==> src/rtl/morph_3x3_filter.sv <==
// morph_3x3_filter
// Binary erosion/dilation over a streamed 3x3 window. Each window pixel is
// thresholded to one bit, the nine bits are AND-reduced (erosion) or
// OR-reduced (dilation), and the result is emitted as 8'hFF / 8'h00.
// Window columns 0 and 1 produce BORDER_VAL instead. The reduction mode is
// latched on the first window of a frame and held until the next frame.
// Fixed two-cycle latency, no backpressure; output gaps follow input gaps.

module morph_3x3_filter #(
  parameter logic [15:0] CNT_COL_MAX = 16'd1023,
  parameter logic [15:0] CNT_ROW_MAX = 16'd765,
  parameter logic [7:0]  THRESH      = 8'd128,
  parameter logic [7:0]  BORDER_VAL  = 8'h00
) (
  input  logic       clk,
  input  logic       rst_n,
  input  logic       mode_sel,
  input  logic       data_en,
  input  logic [7:0] p11,
  input  logic [7:0] p12,
  input  logic [7:0] p13,
  input  logic [7:0] p21,
  input  logic [7:0] p22,
  input  logic [7:0] p23,
  input  logic [7:0] p31,
  input  logic [7:0] p32,
  input  logic [7:0] p33,
  output logic       dout_en,
  output logic [7:0] dout,
  output logic       frame_done
);

  // Window position counters and the per-frame mode latch
  logic [15:0] col_q, col_d;
  logic [15:0] row_q, row_d;
  logic        mode_q, mode_d;

  // Stage 1 registers: thresholded bits plus side-band flags
  logic [8:0]  bits1_q, bits1_d;
  logic        valid1_q, valid1_d;
  logic        border1_q, border1_d;
  logic        last1_q, last1_d;
  logic        mode1_q, mode1_d;

  // Stage 2 registers: the visible outputs
  logic        dout_en_q, dout_en_d;
  logic [7:0]  dout_q, dout_d;
  logic        frame_done_q, frame_done_d;

  logic        first_win;
  logic        col_wrap;
  logic        eff_mode;
  logic        reduce_bit;

  // Track window column/row and latch the mode on the first window of a frame
  always_comb begin
    first_win = (col_q == 16'd0) && (row_q == 16'd0);
    col_wrap  = (col_q == CNT_COL_MAX);
    eff_mode  = first_win ? mode_sel : mode_q;
    col_d     = col_q;
    row_d     = row_q;
    mode_d    = mode_q;
    if (data_en) begin
      if (first_win) begin
        mode_d = mode_sel;
      end
      if (col_wrap) begin
        col_d = 16'd0;
        row_d = (row_q == CNT_ROW_MAX) ? 16'd0 : row_q + 16'd1;
      end else begin
        col_d = col_q + 16'd1;
      end
    end
  end

  // Stage 1: binarize every window pixel and capture the window's flags
  always_comb begin
    bits1_d   = {p33 >= THRESH, p32 >= THRESH, p31 >= THRESH,
                 p23 >= THRESH, p22 >= THRESH, p21 >= THRESH,
                 p13 >= THRESH, p12 >= THRESH, p11 >= THRESH};
    valid1_d  = data_en;
    border1_d = (col_q < 16'd2);
    last1_d   = col_wrap && (row_q == CNT_ROW_MAX);
    mode1_d   = eff_mode;
  end

  // Stage 2: reduce the nine bits and form the output pixel, holding dout when idle
  always_comb begin
    reduce_bit   = mode1_q ? (|bits1_q) : (&bits1_q);
    dout_en_d    = valid1_q;
    frame_done_d = valid1_q & last1_q;
    dout_d       = dout_q;
    if (valid1_q) begin
      if (border1_q) begin
        dout_d = BORDER_VAL;
      end else begin
        dout_d = reduce_bit ? 8'hFF : 8'h00;
      end
    end
  end

  // All state registers with synchronous active-low clear
  always_ff @(posedge clk) begin
    if (!rst_n) begin
      col_q        <= 16'd0;
      row_q        <= 16'd0;
      mode_q       <= 1'b0;
      bits1_q      <= 9'd0;
      valid1_q     <= 1'b0;
      border1_q    <= 1'b0;
      last1_q      <= 1'b0;
      mode1_q      <= 1'b0;
      dout_en_q    <= 1'b0;
      dout_q       <= 8'h00;
      frame_done_q <= 1'b0;
    end else begin
      col_q        <= col_d;
      row_q        <= row_d;
      mode_q       <= mode_d;
      bits1_q      <= bits1_d;
      valid1_q     <= valid1_d;
      border1_q    <= border1_d;
      last1_q      <= last1_d;
      mode1_q      <= mode1_d;
      dout_en_q    <= dout_en_d;
      dout_q       <= dout_d;
      frame_done_q <= frame_done_d;
    end
  end

  assign dout_en    = dout_en_q;
  assign dout       = dout_q;
  assign frame_done = frame_done_q;

endmodule
==> config.mk <==
export PLATFORM = sky130hd
export DESIGN_NAME = morph_3x3_filter
export DESIGN_NICKNAME = d
export VERILOG_FILES = /design/src/rtl/morph_3x3_filter.sv
export SDC_FILE = /design/constraint.sdc
export NUM_CORES = 1
export LEC_CHECK = 0
export ABC_CLOCK_PERIOD_IN_PS = 3700
export BUFFER_PORTS_ARGS = -buffer_cell sky130_fd_sc_hd__buf_2
export CORE_ASPECT_RATIO = 0.75
export CORE_UTILIZATION = 46
export DETAILED_ROUTE_END_ITERATION = 7
export MAX_ROUTING_LAYER = met4
export PLACE_DENSITY = 0.76
export SLEW_MARGIN = 20
export SYNTH_ARGS = -nofsm -noshare
export SYNTH_HDL_FRONTEND = slang
export SYNTH_SLANG_ARGS = --single-unit
==> constraint.sdc <==
create_clock -name clk -period 3.7 [get_ports clk]
set_input_delay 0.555 -clock clk [delete_from_list [all_inputs] [get_ports clk]]
set_output_delay 0.555 -clock clk [all_outputs]
set_load 0.005 [all_outputs]
==> results of run 1 <==
## critical path: cells and delay by family, from the launching register on
| family | cells | cell delay (ns) |
|---|---|---|
| compound gates | 1 | 0.15 |
| flops | 1 | 0.36 |
| simple gates | 4 | 1.58 |
## through the flow
step / worst slack, ns / std cells
2_1_floorplan: 1.63 / 272
3_3_place_gp: 1.45 / 330
3_5_place_dp: 1.43 / 330
4_1_cts: 1.57 / 338
5_1_grt: 1.33 / 338
6_report: 1.54 / 338
## layer usage
metal	vias up	share of wire [%]
li1	965	-
met1	854	52
met2	50	41
met3	5	5.1
met4	0	0.99
met5	-	0
## power by group
part / switching (uW) / total, uW / internal [uW]
Sequential: 5.60 / 543 / 538
Combinational: 20.7 / 36.5 / 15.8
Clock: 181 / 384 / 203
## registers in the layout (all words and copies together), names as in the netlist
signal      cells
row_q          16
mode1_q         1
border1_q       1
last1_q         1
dout            1
dout_en         1
dout_en_d       1
mode_q          1
col_q          16
frame_done      1
bits1_q         9
## final cells by class
type                       count  area [um^2]
tap                           57         71.3
timing repair buffer          22          110
clock inverter                 3         43.8
multi-input combinational    189         1150
inverter                      13         48.8
sequential                    49          981
clock buffer                   5         68.8
fill                         432         2150
## cell usage after synthesis (2+ instances only)
library cell   n  share of area [%]
nor2_1        31                5.1
nand2_1       18                3.0
and2_1        10                2.7
nand3_1       14                3.1
nand4b_1       2               0.77
xnor2_1        9                3.4
xor2_1         7                2.7
nand3b_1       2               0.66
or3_1          5                1.4
o211ai_1       2               0.66
dfxtp_1       49                 43
and3_1         6                1.6
clkbuf_1       9                1.5
inv_1         12                2.0
nand4_1       12                3.3
and4_1         5                1.9
o21ai_0        7                1.5
a21oi_1       18                3.9
nor3_1         5                1.1
buf_2          4               0.87
o31ai_1        3               0.98
nor4_1         9                2.5
buf_4          7                2.3
ha_1           5                2.7
nor2b_1        3               0.82
## final timing paths
check            start  depth (start not counted)          to
max          col_q[10]                          5    row_q[7]
max reg2reg  col_q[10]                          5    row_q[7]
min reg2reg    last1_q                          1  frame_done
min             p12[7]                          2  bits1_q[1]
## cells by family (layout without fill, tap and decap cells)
| group | after synthesis | count (layout) | synth area share (%) |
|---|---|---|---|
| muxes | 1 | 1 | 0.437 |
| DFF | 49 | 49 | 42.9 |
| adders and majority gates | 5 | 5 | 2.73 |
| xor gates and xnor gates | 16 | 16 | 6.12 |
| AOI/OAI and AO/OA | 36 | 36 | 9.51 |
| and+or+nand+nor | 131 | 131 | 31.4 |
| buffers and inverters | 34 | 43 | 6.94 |
==> reports/results.tsv, run 1 <==
stage	metric	value	unit
pwr	p_leak	0.000931	uW
clock_tree	clk_latency	0.30	ns
setup_path	path_max_fanout	14	
global_route	grt_util_met3	4.59	%
layout	final_cell_mix	49 x dfxtp_1, 31 x nor2_1, 22 x buf_2, 18 x a21oi_1, 18 x nand2_1	
setup_path	arrival	2.39	ns
logic_synthesis	syn_area	2290	um^2
die	die_h	63.1	um
flow_run	maxCapViolations	0	
layout	final_common_cell	dfxtp_1	
setup_path	required	3.93	ns
clock_tree	clockBufferDepth	2	
logic_synthesis	async_flop_share	0	%
drt	drt-initial-drc-count	104	
clock_tree	postCtsSetupBuffers	0	
clock_tree	cts_sinks	49	
global_route	grtUsageTotal	19.1	%
layout	final_util	53.5	%
logic_synthesis	synth_seq_area_share	42.9	%
logic_synthesis	synth_flop_cell	dfxtp_1	
clock_tree	cts_root_buffer	clkbuf_8	
clock_tree	ctsHoldBuffers	0	
sta	drv_slew	0	
sta	hold_violations	0	
place	portBuffers	22	
drt	drc	0	
setup_path	crit_slowest_cell	nor4_1	
die	fp.dieW	83.4	um
place	hpwlAfterDp	3020	um
setup_path	end_kind	flop	
global_route	grt_pass1_wl	8000	um
global_route	grt-busiest-layer	met2	
logic_synthesis	synthCells	272	
setup_path	path_cells	nor4_1 > nand4_1 > or2_4 > or3_1 > a21oi_1	
sta	setup_viol_count_final	0	
setup_path	r2r_slack	1.54	ns
clock_tree	cts_tree	built	
layout	area_delta_synth_final	8.04	%
status	run_status	complete, no violations	
place	gp_congestion	0.843	
drt	via_count	1874	
logic_synthesis	synth_edf_count	0	
layout	final_area	2470	um^2
clock_tree	clk_pin_slew	0.09	ns
place	place_area	2360	um^2
die	initial_core_util	49.5	%
sta	max_slew_margin	51.9	%
logic_synthesis	syn_nets	353	
layout	diodes	0	
pwr	power_density	390	nW/um^2
clock_tree	cts_inserted_buffers	5	
setup_path	slowest_delay	0.42	ns
pwr	design_power_total	963	uW
drt	drtPass1Iterations	4	
logic_synthesis	yosys_register_bits	49	
die	core_region_area	4620	um^2
drt	wirelength	4450	um
sta	rsz0062_at_grt	no	
worst_hold_path	hold_path_class	input port to flop	
pwr	ir_worst_vdd	0.275	mV
drt	vias_per_cell	5.54	
sta	worst_pin_slew	0.721	ns
sta	skew	0.00650	ns
global_route	first_global_vias	1760	
sta	max_freq	464	MHz
global_route	grt_max_degree	24	
layout	drive_above_1_share	13.9	%
die	rows	21	
setup_path	startpoint_type	flop	
die	fp.dieArea	5260	um^2
global_route	grt_use_met1	26.6	%
global_route	antenna_found_initial	0	
setup_path	worst-setup-path-type	flop to flop	
logic_synthesis	syn_avg_cell_area	8.41	um^2
sta	fin_setup_tns	0	ns
layout	final_nets	361	
global_route	grt-ovfl-total	0	
sta	min_period	2.16	ns
clock_tree	cts_resized	0	
sta	whs	0.446	ns
sta	period_share	58.2	%
logic_synthesis	synth-warning-count	0	
logic_synthesis	synth_cell_type_count	43	
die	io_pins	86	
global_route	grt_use_met2	27.6	%
drt	drt.antenna.violating_nets	0	
clock_tree	h-tree-depth	2	
drt	wire_per_inst	13.2	um
Note: power is estimated with default switching activity, not from simulation.
==> inputs of run 2 (changes only) <==
--- a/config.mk
+++ b/config.mk
@@ -5,13 +5,14 @@
 export SDC_FILE = /design/constraint.sdc
 export NUM_CORES = 1
 export LEC_CHECK = 0
-export ABC_CLOCK_PERIOD_IN_PS = 3700
+export ABC_AREA = 1
+export ABC_CLOCK_PERIOD_IN_PS = 2050
 export BUFFER_PORTS_ARGS = -buffer_cell sky130_fd_sc_hd__buf_2
 export CORE_ASPECT_RATIO = 0.75
 export CORE_UTILIZATION = 46
 export DETAILED_ROUTE_END_ITERATION = 7
 export MAX_ROUTING_LAYER = met4
-export PLACE_DENSITY = 0.76
+export PLACE_DENSITY = 0.74
 export SLEW_MARGIN = 20
 export SYNTH_ARGS = -nofsm -noshare
 export SYNTH_HDL_FRONTEND = slang
==> constraint.sdc (replaced) <==
create_clock -name clk -period 2.05 [get_ports clk]
set_input_delay 0.3075 -clock clk [delete_from_list [all_inputs] [get_ports clk]]
set_output_delay 0.3075 -clock clk [all_outputs]
set_load 0.005 [all_outputs]
==> run 2 against run 1 <==
  * Maximum frequency rose by 21%
  * Worst hold slack got worse by 0.28 ns
  * Setup slack got worse by 1.3 ns
  * Synthesized area rose by 7.9%
  * Non-clock buffer count rose by 1
  * Design area rose by 8.6%
  * Clock power rose by 57%
  * Clock skew rose by 0.0055 ns
  * Via count rose by 13%
  * Synthesized cell count rose by 33%
  * Largest cell class unchanged
  * Highest routed layer unchanged
==> reports/results.tsv, run 2 <==
stage	metric	value	unit	change
setup_path	slowest_delay	0.41	ns	about the same
layout	area_delta_synth_final	8.77	%	
layout	final_common_cell	nand2_1		
setup_path	path_cells	ha_1 > nand2_1 > nor2_2 > nand3_4 > inv_1 > nand2_2 > nand2_4 > nand2_4 > inv_1 > nor2_1		
clock_tree	cts_sinks	49		unchanged
clock_tree	cts_inserted_buffers	5		unchanged
sta	period_share	86.9	%	+29 points
clock_tree	cts_resized	0		unchanged
logic_synthesis	synth_top_area_cell	dfxtp_1		
clock_tree	h-tree-depth	2		unchanged
global_route	first_global_vias	1931		+9.7%
clock_tree	cts_root_buffer	clkbuf_8		
clock_tree	cts_tree	built		
logic_synthesis	synth-warning-count	0		unchanged
drt	vias_per_cell	4.68		-16%
clock_tree	clockBufferDepth	2		unchanged
global_route	grt_max_degree	18		-25%
drt	wire_per_inst	10.5	um	-20%
setup_path	required	2.25	ns	-1.68 ns
sta	layout_setup_ws	0.269	ns	-1.28 ns
global_route	grt-ovfl-total	0		unchanged
drt	drc	0		unchanged
sta	setup_viol_count_final	0		unchanged
sta	fin_setup_tns	0	ns	unchanged
drt	drt.antenna.violating_nets	0		unchanged
place	gp_congestion	0.868		+3.0%
worst_hold_path	hold_path_class	input port to flop		
logic_synthesis	syn_nets	442		+25%
logic_synthesis	syn_area	2470	um^2	+7.9%
pwr	ir_worst_vdd	0.421	mV	+53%
pwr	power_density	626	nW/um^2	+61%
sta	max_slew_margin	72.3	%	+20 points
clock_tree	postCtsSetupBuffers	0		unchanged
global_route	antenna_found_initial	0		unchanged
sta	rsz0062_at_grt	no		
logic_synthesis	ys_top_cells_by_area	dfxtp_1 40%, nand2_1 13%, nor2_1 9.9%		
sta	min_period	1.78	ns	-0.374 ns
die	fp.dieArea	5670	um^2	+7.6%
logic_synthesis	yosysTopAreaCellShare	39.7	%	-3.1 points
die	io_pins	86		unchanged
layout	final_nets	460		+27%
logic_synthesis	synth_cell_type_count	27		-37%
setup_path	arrival	1.98	ns	-0.41 ns
die	die_h	65.4	um	+3.7%
place	hpwlAfterDp	3580	um	+19%
sta	drv_slew	0		unchanged
logic_synthesis	yosys-top-cells-count	85 x nand2_1, 65 x nor2_1, 58 x inv_1, 49 x dfxtp_1, 22 x nand3_1		
layout	drive_above_1_share	11.6	%	-2.3 points
logic_synthesis	synthCells	361		+33%
drt	drtPass1Iterations	4		unchanged
sta	skew	0.0120	ns	+0.00549 ns
die	core_region_area	5040	um^2	+8.9%
sta	worst_pin_slew	0.414	ns	-0.307 ns
global_route	grtUsageTotal	19.0	%	-0.085 points
die	rows	22		+4.8%
logic_synthesis	synth.most_common_cell	nand2_1		
drt	drt-initial-drc-count	99		-4.8%
setup_path	end_kind	flop		
place	dpl_worst_slack	0.296	ns	-1.14 ns
logic_synthesis	async_flop_share	0	%	unchanged
sta	max_freq	562	MHz	+21%
status	run_status	complete, no violations		
place	portBuffers	22		unchanged
sta	whs	0.167	ns	-0.279 ns
clock_tree	clk_latency	0.31	ns	about the same
layout	final_util	53.3	%	-0.16 points
setup_path	crit_slowest_cell	dfxtp_1		
layout	diodes	0		unchanged
die	initial_core_util	49.0	%	-0.48 points
sta	hold_violations	0		unchanged
setup_path	worst-setup-path-type	flop to flop		
logic_synthesis	synth_flop_cell	dfxtp_1		
setup_path	startpoint_type	flop		
pwr	p_leak	0.00131	uW	+41%
global_route	grt_pass1_wl	8280	um	+3.5%
drt	wirelength	4740	um	+6.5%
drt	via_count	2115		+13%
logic_synthesis	yosys_register_bits	49		unchanged
clock_tree	clk_pin_slew	0.10	ns	about the same
logic_synthesis	synth_seq_area_share	39.7	%	-3.1 points
setup_path	crit_buf_inv	2		+2
die	fp.dieW	86.6	um	+3.8%
clock_tree	ctsHoldBuffers	0		unchanged
logic_synthesis	syn_avg_cell_area	6.84	um^2	-19%
setup_path	cp_top_family	simple AND/OR/NAND/NOR gates		
layout	top_regs	col_q x16, row_q x16, bits1_q x9		
logic_synthesis	synth_edf_count	0		unchanged
layout	final_cell_mix	85 x nand2_1, 65 x nor2_1, 58 x inv_1, 49 x dfxtp_1		
setup_path	path_max_fanout	9		-5
flow_run	maxCapViolations	0		unchanged
run 2: changes by cell type after synthesis, moves of 5 or more:
cell / before / now
and2_1: 10 / 0
nor2_1: 31 / 65
nand4_1: 12 / 7
nor4_1: 9 / 1
inv_1: 12 / 58
nor3_1: 5 / 11
nand3_1: 14 / 22
xnor2_1: 9 / 0
clkbuf_1: 9 / 2
nand2_1: 18 / 85
or3_1: 5 / 0
and4_1: 5 / 0
and3_1: 6 / 0
run 2: logic make-up after synthesis:
kind of cell,synth area share (%)
and+or+nand+nor,37.8
adders and majority gates,2.53
AOI/OAI and AO/OA,5.47
buffers and inverters,12.3
DFF,39.7
xor gates and xnor gates,2.13
run 2: layer usage:
metal | routed length (um) | track usage, %
met5 | 0 | -
met4 | 36 | 4.38
met3 | 235 | 4.27
met2 | 1990 | 30.0
met1 | 2470 | 25.1
run 2: path summary, 6_finish.rpt:
path                            cells after the start  slack [ns]         end      from
worst min-delay path                                3        0.17  bits1_q[3]    p21[7]
worst max-delay path                               10        0.27    row_q[8]  col_q[1]
worst min register to register                      2        0.41  frame_done   last1_q
worst max register to register                     10        0.27    row_q[8]  col_q[1]
run 2: through the flow:
stage / instance area [um^2] / cells / total power, uW
2_1_floorplan: 2470 / 361 / 1080
3_3_place_gp: 2590 / 444 / 1100
3_5_place_dp: 2590 / 444 / 1100
4_1_cts: 2690 / 452 / 1700
5_1_grt: 2690 / 452 / 1750
6_report: 2690 / 452 / 1680
run 2: layout make-up:
class / count / area (um^2)
clock buffers: 5 / 68.8
clock inverters: 3 / 26.3
fillers: 494 / 2350
inverters: 58 / 218
multi-input cells: 242 / 1180
flip-flops and latches: 49 / 981
well taps: 72 / 90.1
repair buffers: 23 / 118
run 2: power breakdown:
| group | total [uW] | internal (uW) | switching (uW) |
|---|---|---|---|
| clock | 601 | 249 | 353 |
| combinational | 95.5 | 39.1 | 56.3 |
| sequential | 984 | 972 | 12.5 |
| total | 1680 | 1260 | 422 |
run 2: worst reg2reg max path: stages, from the launching register on:
cell and delay [ns]:
dfxtp_1 0.41, ha_1 0.20, nand2_1 0.10, nor2_2 0.19
nand3_4 0.12, inv_1 0.12, nand2_2 0.11, nand2_4 0.14
nand2_4 0.09, inv_1 0.13, nor2_1 0.06
